===== src/rtl/clock_divider_pkg.sv =====
// Shared defaults and counter sizing for the game-tick clock divider.
// Pure declarations: no logic, no latency, no flow control.
package clock_divider_pkg;

  localparam int CLK_FREQ_HZ_DEFAULT = 100000000;
  localparam int TICK_HZ_DEFAULT     = 5;

  // Bits needed to hold 0..divisor-1; a degenerate divisor still gets one bit.
  function automatic int cnt_width(input int divisor);
    return (divisor < 2) ? 1 : $clog2(divisor);
  endfunction

endpackage


===== src/rtl/modn_counter.sv =====
// Free-running modulo-N counter; at_max decodes count == N-1 with zero latency.
// No backpressure: advances on every clock out of reset, async active-low clear.
module modn_counter
  import clock_divider_pkg::*;
#(
  parameter int N = 4,
  parameter int W = cnt_width(N)
) (
  input  logic         clk,
  input  logic         reset,
  output logic [W-1:0] count,
  output logic         at_max
);

  localparam logic [W-1:0] MAX = W'(N - 1);

  always_ff @(posedge clk or negedge reset) begin
    if (!reset) begin
      count <= '0;
    end else if (count == MAX) begin
      count <= '0;
    end else begin
      count <= count + 1'b1;
    end
  end

  assign at_max = (count == MAX);

endmodule


===== src/rtl/clock_divider.sv =====
// Derives a one-cycle game_tick every CLK_FREQ_HZ/TICK_HZ cycles; tick is a same-cycle decode of counter.
// No backpressure; CLOCK_DIVIDER_TICK_COUNT_EN adds a 16-bit wrapping tick_count debug output.
module clock_divider
  import clock_divider_pkg::*;
#(
  parameter int CLK_FREQ_HZ = CLK_FREQ_HZ_DEFAULT,
  parameter int TICK_HZ     = TICK_HZ_DEFAULT
) (
  input  logic        clk_100MHz,
  input  logic        reset,
  output logic        game_tick
`ifdef CLOCK_DIVIDER_TICK_COUNT_EN
  ,
  output logic [15:0] tick_count
`endif
);

  localparam int DIVISOR = CLK_FREQ_HZ / TICK_HZ;
  localparam int CNT_W   = cnt_width(DIVISOR);

  if (DIVISOR < 2) begin : g_bad_divisor
    $fatal(1, "clock_divider: DIVISOR must be at least 2");
  end

  if ((CLK_FREQ_HZ % TICK_HZ) != 0) begin : g_trunc_divisor
    $warning("clock_divider: TICK_HZ does not divide CLK_FREQ_HZ, divisor truncated");
  end

  // Named so benches can probe the live count hierarchically.
  logic [CNT_W-1:0] counter;
  logic             at_max;

  modn_counter #(
    .N (DIVISOR),
    .W (CNT_W)
  ) u_modn_counter (
    .clk    (clk_100MHz),
    .reset  (reset),
    .count  (counter),
    .at_max (at_max)
  );

  assign game_tick = at_max;

`ifdef CLOCK_DIVIDER_TICK_COUNT_EN
  always_ff @(posedge clk_100MHz or negedge reset) begin
    if (!reset) begin
      tick_count <= '0;
    end else if (game_tick) begin
      tick_count <= tick_count + 16'd1;
    end
  end
`endif

endmodule


===== config.mk =====
export PLATFORM = sky130hd
export DESIGN_NAME = clock_divider
export DESIGN_NICKNAME = d
export VERILOG_FILES = /design/src/rtl/clock_divider_pkg.sv /design/src/rtl/modn_counter.sv /design/src/rtl/clock_divider.sv
export SDC_FILE = /design/constraint.sdc
export NUM_CORES = 1
export LEC_CHECK = 0
export CAP_MARGIN = 20
export CELL_PAD_IN_SITES_DETAIL_PLACEMENT = 1
export CELL_PAD_IN_SITES_GLOBAL_PLACEMENT = 1
export CORE_ASPECT_RATIO = 1.75
export CORE_MARGIN = 2
export CORE_UTILIZATION = 40
export CTS_BUF_LIST = sky130_fd_sc_hd__clkbuf_8 sky130_fd_sc_hd__clkbuf_16
export DETAILED_ROUTE_END_ITERATION = 8
export PLACE_DENSITY = 0.63
export SYNTH_ARGS = -nofsm -noshare
export SYNTH_HDL_FRONTEND = slang
export SYNTH_HIERARCHICAL = 1
export SYNTH_SLANG_ARGS = --single-unit
export TNS_END_PERCENT = 1

===== constraint.sdc =====
create_clock -name clk_100MHz -period 2.3 [get_ports clk_100MHz]
set_input_delay 0.69 -clock clk_100MHz [delete_from_list [all_inputs] [get_ports clk_100MHz]]
set_output_delay 0.69 -clock clk_100MHz [all_outputs]
set_load 0.05 [all_outputs]

# After elaboration in Yosys (flattened, before gate mapping)
# Cells that the tools add are included.
[totals] in_bits=2 reg_bits=25 out_inout_bits=1 elab_cells=4
[op_classes] eq_ne=1 muxes=1 n_addsub=1
[ops] op="$add A25 B1 Y25 const B" n=1
[ops] op="$eq A25 B25 Y1 const B" n=1
[ops] op="$mux W25" n=1

# Longest topological paths before layout
[depth] word_depth=2 mapped_depth=6 depth_no_buf=5

# Worst setup path before layout
# OpenSTA, ideal clock, no wires.
[synth_timing] path_kind="register to output" startpoint="reg u_modn_counter.count[0]" endpoint="out game_tick" path_slack_ns=0.143 path_buffers=1 arrival_time_ns=1.467 path_stages_with_launch=6 path_cell_list="dfrtp_1 ha_1 and3_1 nand2_1 nor3_2 buf_4"
[synth_via] elab_chain_cells=1
[synth_rtl] element="start, declared" line_no="modn_counter.sv:11" text="output logic [W-1:0] count,"
[synth_rtl] element="start signal, assigned" line_no="modn_counter.sv:23" text="count <= count + 1'b1;"
[synth_rtl] element="$eq A25 B25 Y1" line_no="modn_counter.sv:27" text="assign at_max = (count == MAX);"
[synth_rtl] element="end, declared" line_no="clock_divider.sv:11" text="output logic game_tick"
# Every way passes these cells.

# Worst setup path in the final report
# Same ends and word-level chain as after synthesis.

==> flow_summary.toml <==
[global_routing]
grt_max_degree = 26
first_global_vias = 968
gr-total-overflow = 0
grt_usage = 0.178
antenna_found_initial = 0
grt_pass1_wl_mm = 4.63

[cts]
cts_root_buf = "clkbuf_8"
ctsLongestPathBuffers = 2
numClockSinks = 25
clk_latency_ns = 0.27
htreeDepth = 1
clkSlewWorstSetupHoldPaths_ns = 0.09
numCtsBuffers = 3
cts_tree = "done"

[power]
p_clk_frac = 0.369
peakVddDrop_uv = 307
power_density_nw_per_um2 = 463
power_leakage_nw = 0.706
finalPower_mw = 0.714
p_int_mw = 0.563
swShare = 0.212
pwr-share-seq = 0.615
p_comb_frac = 0.016
p_switching_mw = 0.151

[floorplan]
die_x_um = 46.7
dieArea_um2 = 3680
core_region_area_um2 = 3110
start_util = 0.411
io_pins = 3
fp-row-count = 27
fp.dieH_um = 78.8

[logic_synthesis]
ys_types = 33
syn_inst = 112
syn_nets = 115
seq_area_frac_synth = 0.490
syn_area_um2 = 1280
syn_area_per_cell_um2 = 11.4
ys_warn_count = 6
synth-seq-cells = 25

[cells_and_area]
synthToLayoutAreaGrowth_pct = 20.9
final_util = 0.497
layout_common_cells = "dfrtp_1 (23), buf_4 (15), nor2_1 (13)"
largest_registers = "u_modn_counter/count x25"
fin_area_um2 = 1540
largest_reg_flops = 25
fillCellCount = 368
final_common_cell = "dfrtp_1"
num-nets-final = 134
antennaDiodeCount = 0
drive_above_1_share = 0.292
regMostFlops = "u_modn_counter/count"

[hold_path]
hold_end = "u_modn_counter/count[18]$_DFF_PN0_"
hold_depth = 1
hold_path_class = "flop to flop"
worstHoldStart = "u_modn_counter/count[18]$_DFF_PN0_"

[sta]
fin_worst_skew_ns = 0.00547
hold_viol = 0
fmax_mhz = 444
finalSetupViolCount = 0
period_needed_ns = 2.25
setup_slack_ns = 0.0456
finalCritPeriodShare = 0.980
worstMarginPinSlew_ns = 0.415
slew_viol_final = 0
grt_setup_unrepaired = "yes"
maxSlewHeadroom = 0.721
worst_hold_slack_ns = 0.535

[placement]
dp_slack_ns = 0.137
hpwl_mm = 2.06
io_buffers = 2
gp_congestion = 0.749
dpl_cell_area_um2 = 1400

[route]
drt-total-wl_mm = 2.85
drt_iter0_markers = 1
vias_per_cell = 5.25
drt.antenna.violating_nets = 0
post_drt_wl_per_cell_um = 16.5
num_vias = 908
drtPass1Iterations = 3
drc = 0

[worst_setup_path]
reg2reg_from = "u_modn_counter/count[0]$_DFF_PN0_"
critPathLaunch = "u_modn_counter/count[0]$_DFF_PN0_"
cp-start-kind = "flop"
worstPathArrival_ns = 1.56
setup.worst_path.end_class = "primary output"
cp.required_ns = 1.61
crit_fanout = 3
reg2reg_depth = 6
crit_type = "flop to primary output"
reg2reg_slack_ns = 0.46
reg2reg_to = "u_modn_counter/count[21]$_DFF_PN0_"

[run_status]
status = "completed"

[flow_run]
cap_violations = 0
power by group through the flow:
| stage | clock network, mW | registers, mW | logic [mW] |
|---|---|---|---|
| floorplan | 0 | 0.448 | 0.000000254 |
| global placement | 0 | 0.448 | 0.0116 |
| detailed placement | 0 | 0.448 | 0.0122 |
| CTS | 0.273 | 0.439 | 0.0122 |
| global route | 0.287 | 0.439 | 0.0134 |
| finish | 0.264 | 0.439 | 0.0114 |
worst max path at each step:
stage / endpoint / slack, ns / cells after the start
2_1_floorplan: game_tick / 0.14 / 5
3_3_place_gp: game_tick / 0.19 / 4
3_5_place_dp: game_tick / 0.14 / 5
4_1_cts: game_tick / -0.01 / 4
5_1_grt: game_tick / -0.05 / 4
6_report: game_tick / 0.05 / 5
what timing repair did:
action,CTS,global route
gates resized for setup,6,3
pin swaps,3,4
setup endpoints to repair,1,1
hold buffers,0,0
buffers inserted,6,2
Yosys cell counts:
master,instances,share of area
xnor2_1,12,0.082
nor4_4,2,0.033
buf_2,1,0.0039
nand3b_1,1,0.0059
and4_1,2,0.014
nor2_1,13,0.038
nand3_1,9,0.035
xor2_1,7,0.048
nor3_1,3,0.012
a21oi_1,1,0.0039
and3_2,1,0.0059
and2_1,1,0.0049
nor4b_1,1,0.0069
ha_1,1,0.0098
o221ai_1,1,0.0069
a311oi_1,1,0.0069
nor4bb_1,1,0.0078
nor2b_1,1,0.0049
inv_1,2,0.0059
nand4_2,1,0.0098
nor4_2,1,0.0098
and4_2,1,0.0078
a31oi_1,1,0.0049
nor3_2,2,0.016
mux2i_1,1,0.0078
nand2_1,5,0.015
dfrtp_1,25,0.49
nand4_4,3,0.050
nand4_1,4,0.020
clkbuf_2,1,0.0039
buf_4,1,0.0059
nor4_1,3,0.015
and3_1,2,0.0098
cells by family (layout without fill, tap and decap cells):
| group | Yosys count | count (layout) | synth area share |
|---|---|---|---|
| xor gates and xnor gates | 19 | 19 | 0.130 |
| DFF | 25 | 25 | 0.490 |
| adders and majority gates | 1 | 1 | 0.00979 |
| buffers and inverters | 5 | 23 | 0.0196 |
| muxes | 1 | 1 | 0.00784 |
| AOI/OAI and AO/OA | 4 | 4 | 0.0225 |
| and+or+nand+nor | 57 | 57 | 0.320 |
per-layer routing:
layer	share of wire	GRT usage	wire (µm)
met1	0.38	0.199	1080
met2	0.59	0.324	1690
met3	0.011	0.0136	32
met4	0.015	0.0750	44
met5	0	0	0
worst max-delay path: stages, from the launching register on:
cell and delay (ns):
dfrtp_1 0.41, ha_4 0.17, and3_4 0.20, nand2_2 0.09, nor3_4 0.25, buf_12 0.17
through the flow:
step | setup TNS, ns | instances
6_report | 0 | 173
3_3_place_gp | 0 | 161
2_1_floorplan | 0 | 112
4_1_cts | -0.0113 | 171
5_1_grt | -0.0462 | 173
3_5_place_dp | 0 | 161
final cells by class:
| cell class | count | area [µm²] | area share |
|---|---|---|---|
| inverters | 2 | 7.51 | 0.00486 |
| clock inverters | 1 | 5.00 | 0.00324 |
| well taps | 43 | 53.8 | 0.0348 |
| repair buffers | 17 | 143 | 0.0924 |
| flip-flops and latches | 25 | 628 | 0.407 |
| clock buffers | 3 | 41.3 | 0.0267 |
| multi-input cells | 82 | 666 | 0.431 |
Power figures use the tool's default switching activity.
